$ cat src/rtl/branch_resolver_pkg.sv
// Shared branch-op and resolver-state encodings plus the condition evaluator.
package branch_defs;

  localparam int unsigned OP_W   = 3;
  localparam int unsigned XLEN   = 32;
  localparam int unsigned FCNT_W = 4;

  typedef enum logic [OP_W-1:0] {
    BR_NONE = 3'd0,
    BR_BEQ  = 3'd1,
    BR_BNE  = 3'd2,
    BR_BLEZ = 3'd3,
    BR_BGTZ = 3'd4,
    BR_BLTZ = 3'd5,
    BR_BGEZ = 3'd6,
    BR_RSVD = 3'd7
  } br_op_e;

  typedef enum logic [1:0] {
    ST_IDLE     = 2'd0,
    ST_REDIRECT = 2'd1,
    ST_FLUSH    = 2'd2
  } br_state_e;

  // True for real conditional branches; NONE and the reserved code never evaluate.
  function automatic logic br_is_cond(input logic [OP_W-1:0] op);
    return (op != BR_NONE) && (op != BR_RSVD);
  endfunction

  // Flags come from rs-rt (or rs-0 for the single-operand forms).
  function automatic logic br_taken(input logic [OP_W-1:0] op, input logic zero,
                                    input logic neg);
    logic t;
    t = 1'b0;
    case (br_op_e'(op))
      BR_BEQ:  t = zero;
      BR_BNE:  t = !zero;
      BR_BLEZ: t = zero | neg;
      BR_BGTZ: t = !zero && !neg;
      BR_BLTZ: t = neg;
      BR_BGEZ: t = !neg;
      default: t = 1'b0;
    endcase
    return t;
  endfunction

endpackage

$ cat src/rtl/branch_resolver_sat_counter.sv
// Up-counter that sticks at all-ones instead of wrapping.
module sat_counter #(
  parameter int unsigned W = 32
) (
  input  logic         clk,
  input  logic         reset,
  input  logic         inc,
  output logic [W-1:0] count
);

  always_ff @(posedge clk) begin
    if (reset) begin
      count <= '0;
    end else if (inc && (count != '1)) begin
      count <= count + W'(1);
    end
  end

endmodule

$ cat src/rtl/branch_resolver.sv
// EX-stage branch resolver: predict-not-taken, so every taken branch redirects
// fetch and squashes the younger pipeline stages for FLUSH_CYCLES cycles.
module branch_resolver
  import branch_defs::*;
#(
  parameter int unsigned FLUSH_CYCLES = 2,
  parameter int unsigned CNT_W        = 32
) (
  input  logic              clk,
  input  logic              reset,
  input  logic              ex_valid,
  input  logic [OP_W-1:0]   ex_branch_op,
  input  logic [XLEN-1:0]   ex_pc_plus4,
  input  logic [XLEN-1:0]   ex_imm,
  input  logic              sub_zero,
  input  logic              sub_neg,
  input  logic              stall,
  output logic              redirect_valid,
  output logic [XLEN-1:0]   redirect_pc,
  output logic              flush,
  output logic              busy,
  output logic [CNT_W-1:0]  branch_cnt,
  output logic [CNT_W-1:0]  taken_cnt
);

  br_state_e         state;
  logic [FCNT_W-1:0] fcnt;
  logic              eval_c;
  logic              taken_c;
  logic [XLEN-1:0]   target_c;

  // Only an un-stalled, in-IDLE instruction is evaluated; everything else is wrong-path or retried.
  assign eval_c   = ex_valid && !stall && (state == ST_IDLE) && br_is_cond(ex_branch_op);
  assign taken_c  = eval_c && br_taken(ex_branch_op, sub_zero, sub_neg);
  assign target_c = ex_pc_plus4 + (ex_imm << 2);

  always_ff @(posedge clk) begin
    if (reset) begin
      state          <= ST_IDLE;
      fcnt           <= '0;
      redirect_valid <= 1'b0;
      redirect_pc    <= '0;
      flush          <= 1'b0;
      busy           <= 1'b0;
    end else begin
      redirect_valid <= 1'b0;
      case (state)
        ST_IDLE: begin
          if (taken_c) begin
            state          <= ST_REDIRECT;
            redirect_valid <= 1'b1;
            redirect_pc    <= target_c;
            flush          <= 1'b1;
            busy           <= 1'b1;
          end
        end
        ST_REDIRECT: begin
          // The redirect cycle itself counts as the first flush cycle.
          if (FLUSH_CYCLES > 1) begin
            state <= ST_FLUSH;
            fcnt  <= FCNT_W'(FLUSH_CYCLES - 1);
          end else begin
            state <= ST_IDLE;
            flush <= 1'b0;
            busy  <= 1'b0;
          end
        end
        ST_FLUSH: begin
          if (!stall) begin
            if (fcnt < FCNT_W'(2)) begin
              state <= ST_IDLE;
              fcnt  <= '0;
              flush <= 1'b0;
              busy  <= 1'b0;
            end else begin
              fcnt <= fcnt - FCNT_W'(1);
            end
          end
        end
        default: begin
          state <= ST_IDLE;
          fcnt  <= '0;
          flush <= 1'b0;
          busy  <= 1'b0;
        end
      endcase
    end
  end

  sat_counter #(.W(CNT_W)) u_branch_cnt (
    .clk   (clk),
    .reset (reset),
    .inc   (eval_c),
    .count (branch_cnt)
  );

  sat_counter #(.W(CNT_W)) u_taken_cnt (
    .clk   (clk),
    .reset (reset),
    .inc   (taken_c),
    .count (taken_cnt)
  );

endmodule

$ cat config.mk
export PLATFORM = sky130hd
export DESIGN_NAME = branch_resolver
export DESIGN_NICKNAME = d
export VERILOG_FILES = /design/src/rtl/branch_resolver_pkg.sv /design/src/rtl/branch_resolver_sat_counter.sv /design/src/rtl/branch_resolver.sv
export SDC_FILE = /design/constraint.sdc
export NUM_CORES = 1
export LEC_CHECK = 0
export CORE_MARGIN = 8
export CORE_UTILIZATION = 40
export CTS_CLUSTER_SIZE = 25
export DETAILED_ROUTE_END_ITERATION = 8
export PLACE_DENSITY = 0.67
export SETUP_SLACK_MARGIN = 0.2
export SYNTH_ARGS = -nofsm -noshare
export SYNTH_HDL_FRONTEND = slang
export SYNTH_HIERARCHICAL = 1
export SYNTH_SLANG_ARGS = --single-unit
$ cat constraint.sdc
create_clock -name clk -period 4.2 [get_ports clk]
set_input_delay 0.42 -clock clk [delete_from_list [all_inputs] [get_ports clk]]
set_output_delay 0.42 -clock clk [all_outputs]
set_load 0.02 [all_outputs]
# Word-level counts from Yosys, hierarchy flattened
# Index checks and enable logic that the tools add are counted.
dict set report word_totals {
  regBits 104
  output_inout_bits 99
  inputBits 73
  wordCells 60
}
dict set report op_classes {
  n_bitwise 3
  n_reduce_logical 18
  n_addsub 4
  mux 13
  n_lt_le_gt_ge 1
  n_eq_ne 14
}
# op n
set ops {}
lappend ops {{adder 32 x 1 -> 32 bit (second input constant)} 2}
lappend ops {{inequality test 32 bit (second input constant)} 2}
lappend ops {{adder 32 bit} 1}
lappend ops {{case mux 4 bit (3 select lines)} 1}
lappend ops {{== test 3 bit (second input constant)} 3}
lappend ops {{logical AND 1 bit} 8}
lappend ops {{2-to-1 mux 4 bit} 2}
lappend ops {{== test 3 x 2 -> 1 bit (second input constant)} 2}
lappend ops {{2-to-1 mux 2 bit} 3}
lappend ops {{case mux 1 bit (6 select lines)} 1}
lappend ops {{case mux 2 bit (3 select lines)} 1}
lappend ops {{< comparator 4 x 2 -> 1 bit (second input constant)} 1}
lappend ops {{2-to-1 mux 1 bit} 4}
lappend ops {{inequality test 2 bit (second input constant)} 2}
lappend ops {{AND reduction 2 bit} 2}
lappend ops {{AND reduction 4 bit} 1}
lappend ops {{subtractor 4 x 1 -> 4 bit (second input constant)} 1}
lappend ops {{== test 3 x 1 -> 1 bit (second input constant)} 1}
lappend ops {{zero test 1 bit} 3}
lappend ops {{inequality test 3 bit (second input constant)} 1}
lappend ops {{case mux 1 bit (3 select lines)} 1}
lappend ops {{AND reduction 3 bit} 1}
lappend ops {{nonzero test 3 bit} 1}
lappend ops {{== test 2 x 1 -> 1 bit (second input constant)} 1}
lappend ops {{other kinds (6)} 7}

# Logic depth before layout (Yosys ltp)
dict set report logic_depth {
  ltp_word 7
  mapped_depth 12
  mapped_depth_nobuf 11
}

# Hierarchy
# Netlist, hierarchy kept.
# mod seq_area_each_um2 instances cells_per_inst area_per_inst_um2
set modules_own_cells {}
lappend modules_own_cells {sat_counter 640.6 2 199 1674.1}
lappend modules_own_cells {branch_resolver 800.8 1 424 3276.9}

# Worst setup path before layout
# No wires, ideal clock.
dict set report synth_timing {
  path_kind {reg-to-reg}
  from {register state[0]}
  to {register u_taken_cnt.count[31]}
  setup_ns 0.121
  setup_slack_ns 0.651
  path_buffers 1
  arrival_ns 3.428
  synth_period_minus_slack_ns 3.549
  stages_incl_launch_ff 13
  required_time_ns 4.079
  path_cell_list {dfxtp_1 -> inv_1 -> ha_1 -> nand2_1 -> nor4_1 -> nand2_1 -> inv_1 -> buf_2 -> nand4_1 -> nor4_2 -> nand4_1 -> nor4_1 -> mux2_2}
}
dict set report synth_via {
  elab_chain_len 5
}
# item line
set synth_lines {}
lappend synth_lines {{from (decl)} branch_resolver.sv:26} ;# br_state_e state;
lappend synth_lines {{from (signal assigned)} branch_resolver.sv:39} ;# state <= ST_IDLE;
lappend synth_lines {{from (signal assigned)} branch_resolver.sv:50} ;# state <= ST_REDIRECT;
lappend synth_lines {{from (signal assigned)} branch_resolver.sv:60} ;# state <= ST_FLUSH;
lappend synth_lines {{zero test 2 bit} branch_resolver.sv:33} ;# assign eval_c = ex_valid && !stall && (state == ST_IDLE) && br_is_cond(ex_branch_op);
lappend synth_lines {{logical AND 1 bit (2 in a row)} branch_resolver.sv:33}
lappend synth_lines {{named net eval_c} branch_resolver.sv:28} ;# logic eval_c;
lappend synth_lines {{logical AND 1 bit} branch_resolver.sv:34} ;# assign taken_c = eval_c && br_taken(ex_branch_op, sub_zero, sub_neg);
lappend synth_lines {{named net taken_c} branch_resolver.sv:29} ;# logic taken_c;
lappend synth_lines {{logical AND 1 bit} branch_resolver_sat_counter.sv:14} ;# end else if (inc && (count != '1)) begin
lappend synth_lines {{to (signal assigned)} branch_resolver_sat_counter.sv:15} ;# count <= count + W'(1);
lappend synth_lines {{to (decl)} branch_resolver_sat_counter.sv:8} ;# output logic [W-1:0] count
# The timed path passes the listed nets, and every way through them passes these cells.
# A chain may end at the register's enable or synchronous reset.

# Worst setup path in the final report
dict set report layout_timing {
  from {input ex_pc_plus4[2]}
  to {register redirect_pc[30]}
}
dict set report layout_via {
  elab_chain_len 1
}
# item line
set layout_lines {}
lappend layout_lines {{from (decl)} branch_resolver.sv:13} ;# input logic [XLEN-1:0] ex_pc_plus4,
lappend layout_lines {{adder 32 bit} branch_resolver.sv:35} ;# assign target_c = ex_pc_plus4 + (ex_imm << 2);
lappend layout_lines {{to (signal assigned)} branch_resolver.sv:52} ;# redirect_pc <= target_c;
lappend layout_lines {{to (decl)} branch_resolver.sv:19} ;# output logic [XLEN-1:0] redirect_pc,
# Every way passes these cells.

==> insert_results.sql <==
INSERT INTO impl_metrics (metric_group, metric, value, unit) VALUES
('cells_and_area', 'multi_input_logic_area', '0.004297', 'sq mm'),
('sta', 'relSlewSlack', '0.4039', ''),
('pwr', 'total_leakage_power', '3.053', 'nW'),
('synth', 'yosys_register_bits', '104', ''),
('global_route', 'grt_start_max_net_pins', '63', ''),
('sta', 'setup_violations', '0', ''),
('route', 'via_count', '6658', ''),
('die', 'design.portCount', '172', ''),
('global_route', 'grt_pass1_wl', '30.29', 'mm'),
('cells_and_area', 'seq_area', '0.002082', 'sq mm'),
('die', 'placement_rows', '47', ''),
('synth', 'ys_warn_count', '6', ''),
('cells_and_area', 'fillers', '1585', ''),
('placement', 'place.gp.congestion', '0.8083', ''),
('worst_setup_path', 'timing.critical_path.to_type', 'flip-flop', ''),
('global_route', 'grt.overflow.total', '0', ''),
('cells_and_area', 'antenna_cells_inserted', '0', ''),
('sta', 'rsz0062_at_grt', 'no', ''),
('sta', 'final_min_period_over_clock_period', '0.7947', ''),
('global_route', 'antenna_found_initial', '0', ''),
('die', 'initial_core_util', '0.4038', ''),
('placement', 'place_hpwl', '14.23', 'mm'),
('min_path', 'hold_path_class', 'reg2reg', ''),
('cts', 'cts_resized', '0', ''),
('sta', 'min_hold_slack', '0.4586', 'ns'),
('worst_setup_path', 'crit_path_max_fanout', '4', ''),
('synth', 'syn-instance-count', '822', ''),
('synth', 'most_instantiated_flip_flop_cell_in_the_synthesis_netlist', 'sky130_fd_sc_hd__dfxtp_1', ''),
('synth', 'post_syn_area', '0.006625', 'sq mm'),
('cts', 'numCtsBuffers', '9', ''),
('cts', 'h-tree-depth', '3', ''),
('sta', 'skew', '0.006247', 'ns'),
('route', 'detail_route_antenna_nets', '0', ''),
('cts', 'clk_transition_reported_paths', '0.07', 'ns'),
('status', 'run_status', 'complete, no violations', ''),
('die', 'chipHeight', '144.7', 'um'),
('pwr', 'design_power_total', '2.264', 'mW'),
('pwr', 'vdd.ir_drop.worst', '0.1837', 'mV'),
('sta', 'worst-slew-pin-transition', '0.8867', 'ns'),
('route', 'drc_marker_count_from_the_first_detailed_route_iteration', '420', ''),
('sta', 'final_hold_viol_count', '0', ''),
('cells_and_area', 'layout_commonest_cell', 'sky130_fd_sc_hd__clkdlybuf4s50_1', ''),
('cells_and_area', 'final_layout_size_suffix_gt1_frac', '0.05676', ''),
('synth', 'seq_area_frac_synth', '0.3143', ''),
('synth', 'avgSynthCellArea', '8.060', 'sq um'),
('cts', 'cts_tree', 'built', ''),
('cts', 'ctsRootBufferMaster', 'sky130_fd_sc_hd__clkbuf_16', ''),
('cells_and_area', 'most-common-layout-cells', 'sky130_fd_sc_hd__clkdlybuf4s50_1, sky130_fd_sc_hd__dfxtp_1, sky130_fd_sc_hd__nor2_1', ''),
('route', 'viasPerCell', '5.600', ''),
('synth', 'mappedNetlistNets', '931', ''),
('route', 'dr_drc_count', '0', ''),
('pwr', 'power_per_cell_area', '259.0', 'mW/mm^2'),
('worst_setup_path', 'critPathRequiredTime', '4.49', 'ns'),
('sta', 'number_of_pins_exceeding_their_max_slew_limit_in_the_final_report', '0', ''),
('cells_and_area', 'final_net_count', '1073', ''),
('cts', 'postCtsSetupRepairBufs', '0', ''),
('synth', 'synth_async_sr_flop_share', '0', ''),
('sta', 'finalCriticalPeriod', '3.338', 'ns'),
('synth', 'synth_cell_types', '64', ''),
('synth', 'synth_edf_count', '0', ''),
('sta', 'setup-tns-final', '0', 'ns'),
('die', 'die_width', '144.7', 'um'),
('die', 'core_area', '0.01641', 'sq mm'),
('flow_run', 'maxCapViolCount', '0', ''),
('worst_setup_path', 'worst-setup-path-type', 'in2reg', ''),
('die', 'die_area', '0.02094', 'sq mm'),
('worst_setup_path', 'critPathLaunchType', 'input pin', ''),
('placement', 'port_buffers', '169', ''),
('cells_and_area', 'layout-area-overhead-vs-synth', '31.95', '%'),
('cts', 'insertion_delay', '0.35', 'ns'),
('global_route', 'grt_pass1_vias', '6118', ''),
('route', 'drt-total-wl', '18.99', 'mm'),
('cts', 'numClockSinks', '104', ''),
('route', 'routedWlPerCell', '15.97', 'um'),
('cts', 'cts-hold-fix-buffers', '0', ''),
('worst_setup_path', 'timing.critical_path.arrival', '3.63', 'ns'),
('sta', 'fmax', '299.6', 'MHz'),
('route', 'drt_pass1_iterations', '4', ''),
('global_route', 'grtUsageTotal', '0.1789', ''),
('cts', 'cts-root-to-sink-buffers', '2', '');
[routing by layer]
layer  vias to the layer above  global-route usage  wire length (um)
met5                         -                   0                 0
met2                       148              0.2902              8966
li1                       3375                   -                 -
met3                        12             0.04692              1329
met1                      3123              0.2312              8518
met4                         0             0.04491               175
[stage by stage]
step | cell area (sq um) | setup slack, ns | cells | utilization
global placement | 8474 | 0.5167 | 1173 | 0.5165
global route | 8742 | 0.5492 | 1189 | 0.5328
finish | 8742 | 0.8623 | 1189 | 0.5328
detailed placement | 8474 | 0.4810 | 1173 | 0.5165
CTS | 8742 | 0.8299 | 1189 | 0.5328
floorplan | 6625 | 0.6512 | 822 | -
[layout make-up]
type                    instances  share of cell area
multi-input cells             652              0.4915
clock buffers                  12             0.02705
well taps                     220             0.03149
clock inverters                 4            0.003578
repair buffers                176              0.1992
flip-flops and latches        104              0.2382
inverters                      21            0.009017
[where the power goes]
| group | switching, mW | leakage [nW] | internal [mW] |
|---|---|---|---|
| Clock | 0.391 | 0.119 | 0.405 |
| Combinational | 0.242 | 2.09 | 0.212 |
| Sequential | 0.0112 | 0.839 | 1.00 |
| Total | 0.645 | 3.05 | 1.62 |
[worst paths after layout]
kind / from / endpoint / slack, ns / cells past startpoint
hold / removal: redirect_pc[10] / redirect_pc[10] / 0.46 / 2
hold reg to reg: redirect_pc[10] / redirect_pc[10] / 0.46 / 2
setup / recovery: ex_pc_plus4[2] / redirect_pc[30] / 0.86 / 12
setup reg to reg: state[0] / u_taken_cnt/count[31] / 0.90 / 11
[registers in the layout, indices dropped and copies added, names as in the netlist]
signal	cells
redirect_pc	32
u_branch_cnt/count	32
u_taken_cnt/count	32
fcnt	4
state	2
busy	1
redirect_valid	1
[cell usage after synthesis, types with 12 or more instances]
cell type / count / share of area
sky130_fd_sc_hd__a31oi_1: 13 / 0.012
sky130_fd_sc_hd__inv_1: 21 / 0.012
sky130_fd_sc_hd__o31ai_1: 27 / 0.031
sky130_fd_sc_hd__mux2i_1: 17 / 0.026
sky130_fd_sc_hd__nand2_1: 55 / 0.031
sky130_fd_sc_hd__or4_1: 26 / 0.029
sky130_fd_sc_hd__nor2_1: 85 / 0.048
sky130_fd_sc_hd__xnor2_1: 17 / 0.022
sky130_fd_sc_hd__nand3_1: 37 / 0.028
sky130_fd_sc_hd__nor3_1: 19 / 0.014
sky130_fd_sc_hd__or3_1: 22 / 0.021
sky130_fd_sc_hd__clkbuf_1: 34 / 0.019
sky130_fd_sc_hd__a21oi_1: 84 / 0.063
sky130_fd_sc_hd__nand4_1: 27 / 0.025
sky130_fd_sc_hd__dfxtp_1: 104 / 0.31
sky130_fd_sc_hd__a21o_1: 17 / 0.019
sky130_fd_sc_hd__nor4_1: 12 / 0.011
sky130_fd_sc_hd__o21ai_0: 33 / 0.025
sky130_fd_sc_hd__ha_1: 35 / 0.066
sky130_fd_sc_hd__xor2_1: 14 / 0.019
[logic make-up (layout without fill, tap and decap cells)]
group | count (synthesis) | after routing | share of synthesized area
AOI/OAI and AO/OA | 217 | 217 | 0.2187
xor gates and xnor gates | 31 | 31 | 0.04098
adders and majority gates | 36 | 36 | 0.06912
buffers and inverters | 66 | 213 | 0.03947
DFF | 104 | 104 | 0.3143
muxes | 21 | 21 | 0.03248
and+or+nand+nor | 347 | 347 | 0.2850
[critical path, stage by stage]
cell and delay [ns]:
sky130_fd_sc_hd__clkdlybuf4s50_1 0.46, sky130_fd_sc_hd__ha_1 0.19, sky130_fd_sc_hd__inv_1 0.06, sky130_fd_sc_hd__fa_1 0.37
sky130_fd_sc_hd__and2b_4 0.27, sky130_fd_sc_hd__o2111ai_1 0.17, sky130_fd_sc_hd__a211oi_2 0.37, sky130_fd_sc_hd__o32ai_2 0.21
sky130_fd_sc_hd__o41ai_4 0.43, sky130_fd_sc_hd__nand4_1 0.17, sky130_fd_sc_hd__or4_1 0.41, sky130_fd_sc_hd__nand3_1 0.09
No activity file was read; power rests on OpenSTA's default activity.
